## src/rtl/uart_transmitter.sv

```systemverilog
// UART transmitter: pops one byte per frame from a first-word-fall-through FIFO
// and sends it LSB first with optional parity and one or two stop bits.
module uart_transmitter #(
  parameter int CLKS_PER_BIT = 868,
  parameter int STOP_BITS    = 1,
  parameter int PARITY       = 0
) (
  input  logic       clk,
  input  logic       reset,
  input  logic       tx_enable,
  input  logic       fifo_empty,
  input  logic [7:0] fifo_data,
  output logic       fifo_read_enable,
  output logic       tx,
  output logic       busy
);
  // state     | meaning
  // ST_IDLE   | line high, waiting for tx_enable and a non-empty FIFO
  // ST_START  | start bit (line low)
  // ST_DATA   | eight data bits, LSB first
  // ST_PARITY | stored parity bit
  // ST_STOP   | stop bit(s), line high

  localparam int            CW        = $clog2(CLKS_PER_BIT);
  localparam logic [CW-1:0] CNT_LAST  = CW'(CLKS_PER_BIT - 1);
  localparam logic          STOP_LAST = 1'(STOP_BITS - 1);
  localparam logic          PAR_ODD   = (PARITY == 2);

  typedef enum logic [2:0] {
    ST_IDLE,
    ST_START,
    ST_DATA,
    ST_PARITY,
    ST_STOP
  } state_t;

  state_t        state;
  logic [CW-1:0] cnt;
  logic [7:0]    shift_reg;
  logic [2:0]    bit_idx;
  logic          stop_idx;
  logic          parity_bit;
  logic          bit_done;

  assign bit_done = (cnt == CNT_LAST);

  // Gated by reset so no pop can be issued while the block is held in reset.
  assign fifo_read_enable = reset && (state == ST_IDLE) && tx_enable && !fifo_empty;

  always_ff @(posedge clk or negedge reset) begin
    if (!reset) begin
      state      <= ST_IDLE;
      cnt        <= '0;
      shift_reg  <= '0;
      bit_idx    <= '0;
      stop_idx   <= 1'b0;
      parity_bit <= 1'b0;
      tx         <= 1'b1;
      busy       <= 1'b0;
    end else begin
      if (state != ST_IDLE) begin
        cnt <= bit_done ? '0 : cnt + CW'(1);
      end
      case (state)
        ST_IDLE: begin
          if (fifo_read_enable) begin
            shift_reg  <= fifo_data;
            parity_bit <= (^fifo_data) ^ PAR_ODD;
            cnt        <= '0;
            bit_idx    <= '0;
            stop_idx   <= 1'b0;
            tx         <= 1'b0;
            busy       <= 1'b1;
            state      <= ST_START;
          end
        end
        ST_START: begin
          if (bit_done) begin
            tx        <= shift_reg[0];
            shift_reg <= {1'b0, shift_reg[7:1]};
            bit_idx   <= '0;
            state     <= ST_DATA;
          end
        end
        ST_DATA: begin
          if (bit_done) begin
            bit_idx <= bit_idx + 3'd1;
            if (bit_idx == 3'd7) begin
              if (PARITY != 0) begin
                tx    <= parity_bit;
                state <= ST_PARITY;
              end else begin
                tx       <= 1'b1;
                stop_idx <= 1'b0;
                state    <= ST_STOP;
              end
            end else begin
              tx        <= shift_reg[0];
              shift_reg <= {1'b0, shift_reg[7:1]};
            end
          end
        end
        ST_PARITY: begin
          if (bit_done) begin
            tx       <= 1'b1;
            stop_idx <= 1'b0;
            state    <= ST_STOP;
          end
        end
        ST_STOP: begin
          if (bit_done) begin
            if (stop_idx == STOP_LAST) begin
              busy  <= 1'b0;
              state <= ST_IDLE;
            end else begin
              stop_idx <= 1'b1;
            end
          end
        end
        default: begin
          tx    <= 1'b1;
          busy  <= 1'b0;
          state <= ST_IDLE;
        end
      endcase
    end
  end

endmodule

```

## config.mk

```make
export PLATFORM = sky130hd
export DESIGN_NAME = uart_transmitter
export DESIGN_NICKNAME = d
export VERILOG_FILES = /design/src/rtl/uart_transmitter.sv
export SDC_FILE = /design/constraint.sdc
export NUM_CORES = 1
export LEC_CHECK = 0
export CAP_MARGIN = 20
export CORE_MARGIN = 2
export CORE_UTILIZATION = 60
export DETAILED_ROUTE_END_ITERATION = 7
export PLACE_DENSITY = 0.84
export SLEW_MARGIN = 15
export SYNTH_ARGS = -nofsm -noshare
export SYNTH_HDL_FRONTEND = slang
export SYNTH_SLANG_ARGS = --single-unit
```

## constraint.sdc

```tcl
create_clock -name clk -period 3.5 [get_ports clk]
set_input_delay 1.05 -clock clk [delete_from_list [all_inputs] [get_ports clk]]
set_output_delay 1.05 -clock clk [all_outputs]
set_load 0.01 [all_outputs]
```

# [Word-level counts from Yosys, hierarchy flattened]
# Index checks and enable logic that the tools add are counted.
[classes] bitwise=2 n_eq_ne=14 reduce_logical=15 mux=37 addsub=2
[ops] op="$mux 10" count=4
[ops] op="$mux 8" count=4
[ops] op="$mux 3" count=10
[ops] op="$pmux 8 s3" count=1
[ops] op="$ne 2x2->1 const B" count=8
[ops] op="$pmux 3 s5" count=1
[ops] op="$mux 1" count=13
[ops] op="$add 10x1->10 const B" count=1
[ops] op="$eq 10x10->1 const B" count=1
[ops] op="$reduce_and 5->1" count=2
[ops] op="$pmux 3 s3" count=1
[ops] op="$reduce_and 4->1" count=2
[ops] op="$reduce_and 7->1" count=1
[ops] op="$eq 3x2->1 const B" count=2
[ops] op="$eq 3x3->1 const B" count=2
[ops] op="$reduce_and 6->1" count=1
[ops] op="$reduce_bool 3->1" count=2
[ops] op="$pmux 1 s5" count=1
[ops] op="$pmux 1 s4" count=1
[ops] op="$reduce_bool 4->1" count=1
[ops] op="$add 3x1->3 const B" count=1
[ops] op="$eq 3x1->1 const B" count=1
[ops] op="$logic_and 1x1->1" count=3
[ops] op="$logic_not 3->1" count=1
[ops] op="other kinds (4)" count=5
[word_totals] input_bits=12 out_inout_bits=3 wordCells=77 register_bits=27

# [Longest topological paths before layout]
# Gate-level depths: netlist of the first run.
[logic_depth] depth_word=6 depth_mapped=6 ltp_nobuf=6

# [Worst setup path before layout of the first run]
# No wires, ideal clock.
[synth_path] kind="input-to-output" start="input port fifo_empty" end="output port fifo_read_enable" n_path_buf=0 path_stages=2 t_required_ps=2450 arrival_time_ps=1533 setup_slack_ps=917 cell_sequence="nand3b_1 -> nor2_1"
[synth_between] elab_chain_len=2
[synth_rtl] element="start, declared" line="11" text="input logic fifo_empty,"
[synth_rtl] element="$logic_not 1->1" line="48" text="assign fifo_read_enable = reset && (state == ST_IDLE) && tx_enable && !fifo_empty;"
[synth_rtl] element="$logic_and 1x1->1" line="48"
[synth_rtl] element="end, declared" line="13" text="output logic fifo_read_enable,"
# Every way passes these cells.

# [Worst setup path after layout of the first run]
[layout_path] start="input port reset" end="output port fifo_read_enable"
[layout_between] elab_chain_len=3
[layout_rtl] element="start, declared" line="9" text="input logic reset,"
[layout_rtl] element="$logic_and 1x1->1 (3 in series)" line="48"
# Every way passes these cells.

==> results.md, run 1 <==
* Hold Path End: cnt[9]
* Fin cells at 180
* DRT iter0 DRCs at 23
* Synth Area in Compound Gates at 0.159
* Flop2flop setup slack at 1.34 ns
* Yosys cell types at 36
* Min-delay worst type: flop to flop
* Worst slew pin tran at 1.05 ns
* Drt total wl at 2.77 mm
* Via density at 6.14
* Detailed Routing Iterations Pass 1 at 5
* Synth top area share at 0.431
* CTS tree: built
* Antenna cells at 0
* First-pass GRT wire length at 4.86 mm
* RSZ-0062 raised after global routing: false
* Cells after synthesis at 136
* Highest clock rate at 289 MHz
* Number of global-route vias before repair at 1026
* Layout cells sized above 1 at 0.204
* Initial core utilization at 0.644
* RR Endpoint: shift_reg[1]
* Worst Setup Slack, final at 0.0432 ns
* Adder-Cell Fraction of Synth Area at 0.0259
* Max-slew violations at 0
* Mux contribution to synthesized area at 0.153
* GPL Wtd Cong at 0.852
* DP Worst Slack at 0.0393 ns
* Area Overhead vs Synth at 14.1%
* CTS root buffer: clkbuf_4
* Die area at 2830 µm²
* CP Class: primary input to output port
* Final period util at 0.988
* P_sw at 318 µW
* Worst hold start: cnt[9]
* Largest net degree at the start of global routing at 28
* Internal power at 638 µW
* Fin. Hold Viols at 0
* Core box area at 2250 µm²
* Row count at 17
* Flops & latches, synth at 26
* Post-route ant nets at 0
* Placed insts at 176
* Final hold slack at 0.488 ns
* CP max FO at 2
* Hold Crit Depth at 1
* DR WL/cell at 15.4 µm
* Leak at 0.723 nW
* Relative slew margins at 0.293
* Clock H-tree levels at 1
* Top post-synthesis cells by area: dfrtp_1 (43%), mux2_2 (13%), nand2_1 (2.8%)
* Syn Std Cell Area at 1450 µm²
* TritonCTS Sinks at 26
* Xor-xnor portion of the synthesized cell area at 0
* Initial antenna violation count at 0
* Simple-gate portion of the synthesized area at 0.176
* Buffers on Ports at 14
* Critical path data arrival time at 2.41 ns
* Worst flop-to-flop path startpoint: bit_idx[0]
* Post-route minimum period at 3.46 ns
* Setup_tns at 0 ns
* Final nets at 168
* Syn Nets at 151
* Worst setup SP type: primary input
* Total track usage at 0.237
* Clock power share at 0.161
* Commonest non-fill, non-tap cell in the layout: dfrtp_1
* Endpoints failing setup at 0
* IO Pins at 15
* CP Capture Type: output port
* Clk Latency, worst-skew pair at 0.33 ns
* Clk_skew at 0.00201 ns
* Seq/Total Area, Yosys at 0.449
* CTS Buf Count at 3
* DRC viols at 0
* Post-cts hold buffer count at 0
* PwrDens at 577 nW/µm²
* Status: finished, final reports clean
* Max cap viols at 0
* Combinational Power Share at 0.344
* Die X at 53.2 µm
* Req. time, crit path at 2.45 ns
* Setup bufs post-CTS at 0
* Reg clk slew, reported paths at 0.14 ns
* Highest-count cells in the layout ignoring fill and taps: dfrtp_1 (25), mux2_2 (17), clkdlybuf4s50_1 (14), nand2_1 (11)
* HPWL after detailed placement at 2.04 mm
* FF-to-FF path depth at 6
* # fillers at 179
* Reg power frac at 0.494
* Largest register FFs at 10
* VDD IR max at 411 µV
* Die Ht at 53.2 µm
* Largest area contributor in the netlist: dfrtp_1
* Total grt overflow at 0
* Largest family of logic cells by synthesized area: simple AND/OR/NAND/NOR gates
* Sw Ratio at 0.333
* Clock Tree Buf Depth at 2
* Via count at 1106
* Ys Warns at 0
* Syn_area_per_cell at 10.7 µm²
==> Yosys cell counts <==
cell type and count:
a41oi_1 3, a31o_2 1, dfrtp_1 25, or3_1 2
a31oi_1 5, nor2_1 7, mux2i_1 3, and3_1 2
nand3_1 3, buf_6 1, buf_2 4, nand4_4 1
inv_1 6, a21oi_4 1, nand2_1 11, ha_1 3
nand3b_1 2, nand2b_1 3, mux2_2 17, and2_2 1
nor3_1 3, o31ai_1 1, a22o_1 2, and4_1 1
nor4_1 1, a221oi_4 1, and2_1 1, o21ai_0 7
and3b_1 2, nor2b_1 3, nand4_1 2, o31a_1 1
o41a_1 1, a211oi_1 1, dfstp_2 1, a21oi_1 7
==> per-layer routing <==
metal	share of wire	GRT usage
met5	0	0
met4	0.018	0.107
met3	0.032	0.0254
met2	0.48	0.371
met1	0.47	0.331
==> logic make-up after synthesis <==
logic type | after synthesis
compound gates | 31
fa+ha+maj | 3
buf+inv | 11
flops | 26
mux | 20
simple gates | 45
==> how the worst max path moves through the flow <==
stage | start | to | slack (ns) | depth (start not counted)
floorplan | fifo_empty | fifo_read_enable | 0.92 | 2
global route | reset | fifo_read_enable | 0.004 | 4
global placement | reset | fifo_read_enable | 0.04 | 4
CTS | reset | fifo_read_enable | 0.02 | 4
finish | reset | fifo_read_enable | 0.04 | 4
detailed placement | reset | fifo_read_enable | 0.04 | 4
==> layout make-up <==
class | count | area [µm²] | area share
Multi-Input combinational cell | 99 | 748 | 0.452
Sequential cell | 26 | 652 | 0.394
Timing Repair Buffer | 17 | 163 | 0.0982
Clock buffer | 4 | 36.3 | 0.0219
Tap cell | 28 | 35.0 | 0.0211
Inverter | 6 | 22.5 | 0.0136
==> timing repair <==
item / CTS / global route
hold endpoints to repair: 0 / 0
resized for setup: 0 / 1
endpoints found under the setup margin: 0 / 1
==> stage by stage <==
step	total power, mW	area [µm²]	utilization
finish	0.956	1660	0.735
global route	1.02	1660	0.735
CTS	0.958	1650	0.734
detailed placement	0.806	1620	0.718
global placement	0.782	1620	0.718
floorplan	0.725	1450	-
==> critical path: stages <==
cell and delay, ns:
clkdlybuf4s50_1 0.52, nand3b_1 0.13, nor2_2 0.16, clkdlybuf4s50_1 0.55
==> power by group through the flow <==
stage | Combinational, mW | Sequential [mW] | Clock [mW]
after global routing | 0.362 | 0.486 | 0.167
after detailed placement | 0.330 | 0.475 | 0
after global placement | 0.316 | 0.466 | 0
after floorplan | 0.283 | 0.442 | 0
final | 0.329 | 0.473 | 0.154
after CTS | 0.331 | 0.470 | 0.156
Power figures use the tool's default switching activity.
==> run 2, diff against run 1 <==
--- a/config.mk
+++ b/config.mk
@@ -9,6 +9,7 @@
 export CORE_MARGIN = 2
 export CORE_UTILIZATION = 60
 export DETAILED_ROUTE_END_ITERATION = 7
+export GPL_TIMING_DRIVEN = 1
 export PLACE_DENSITY = 0.84
 export SLEW_MARGIN = 15
 export SYNTH_ARGS = -nofsm -noshare
==> results of run 2 <==
No change in the layout: final DEF, timing and power equal those of run 1.
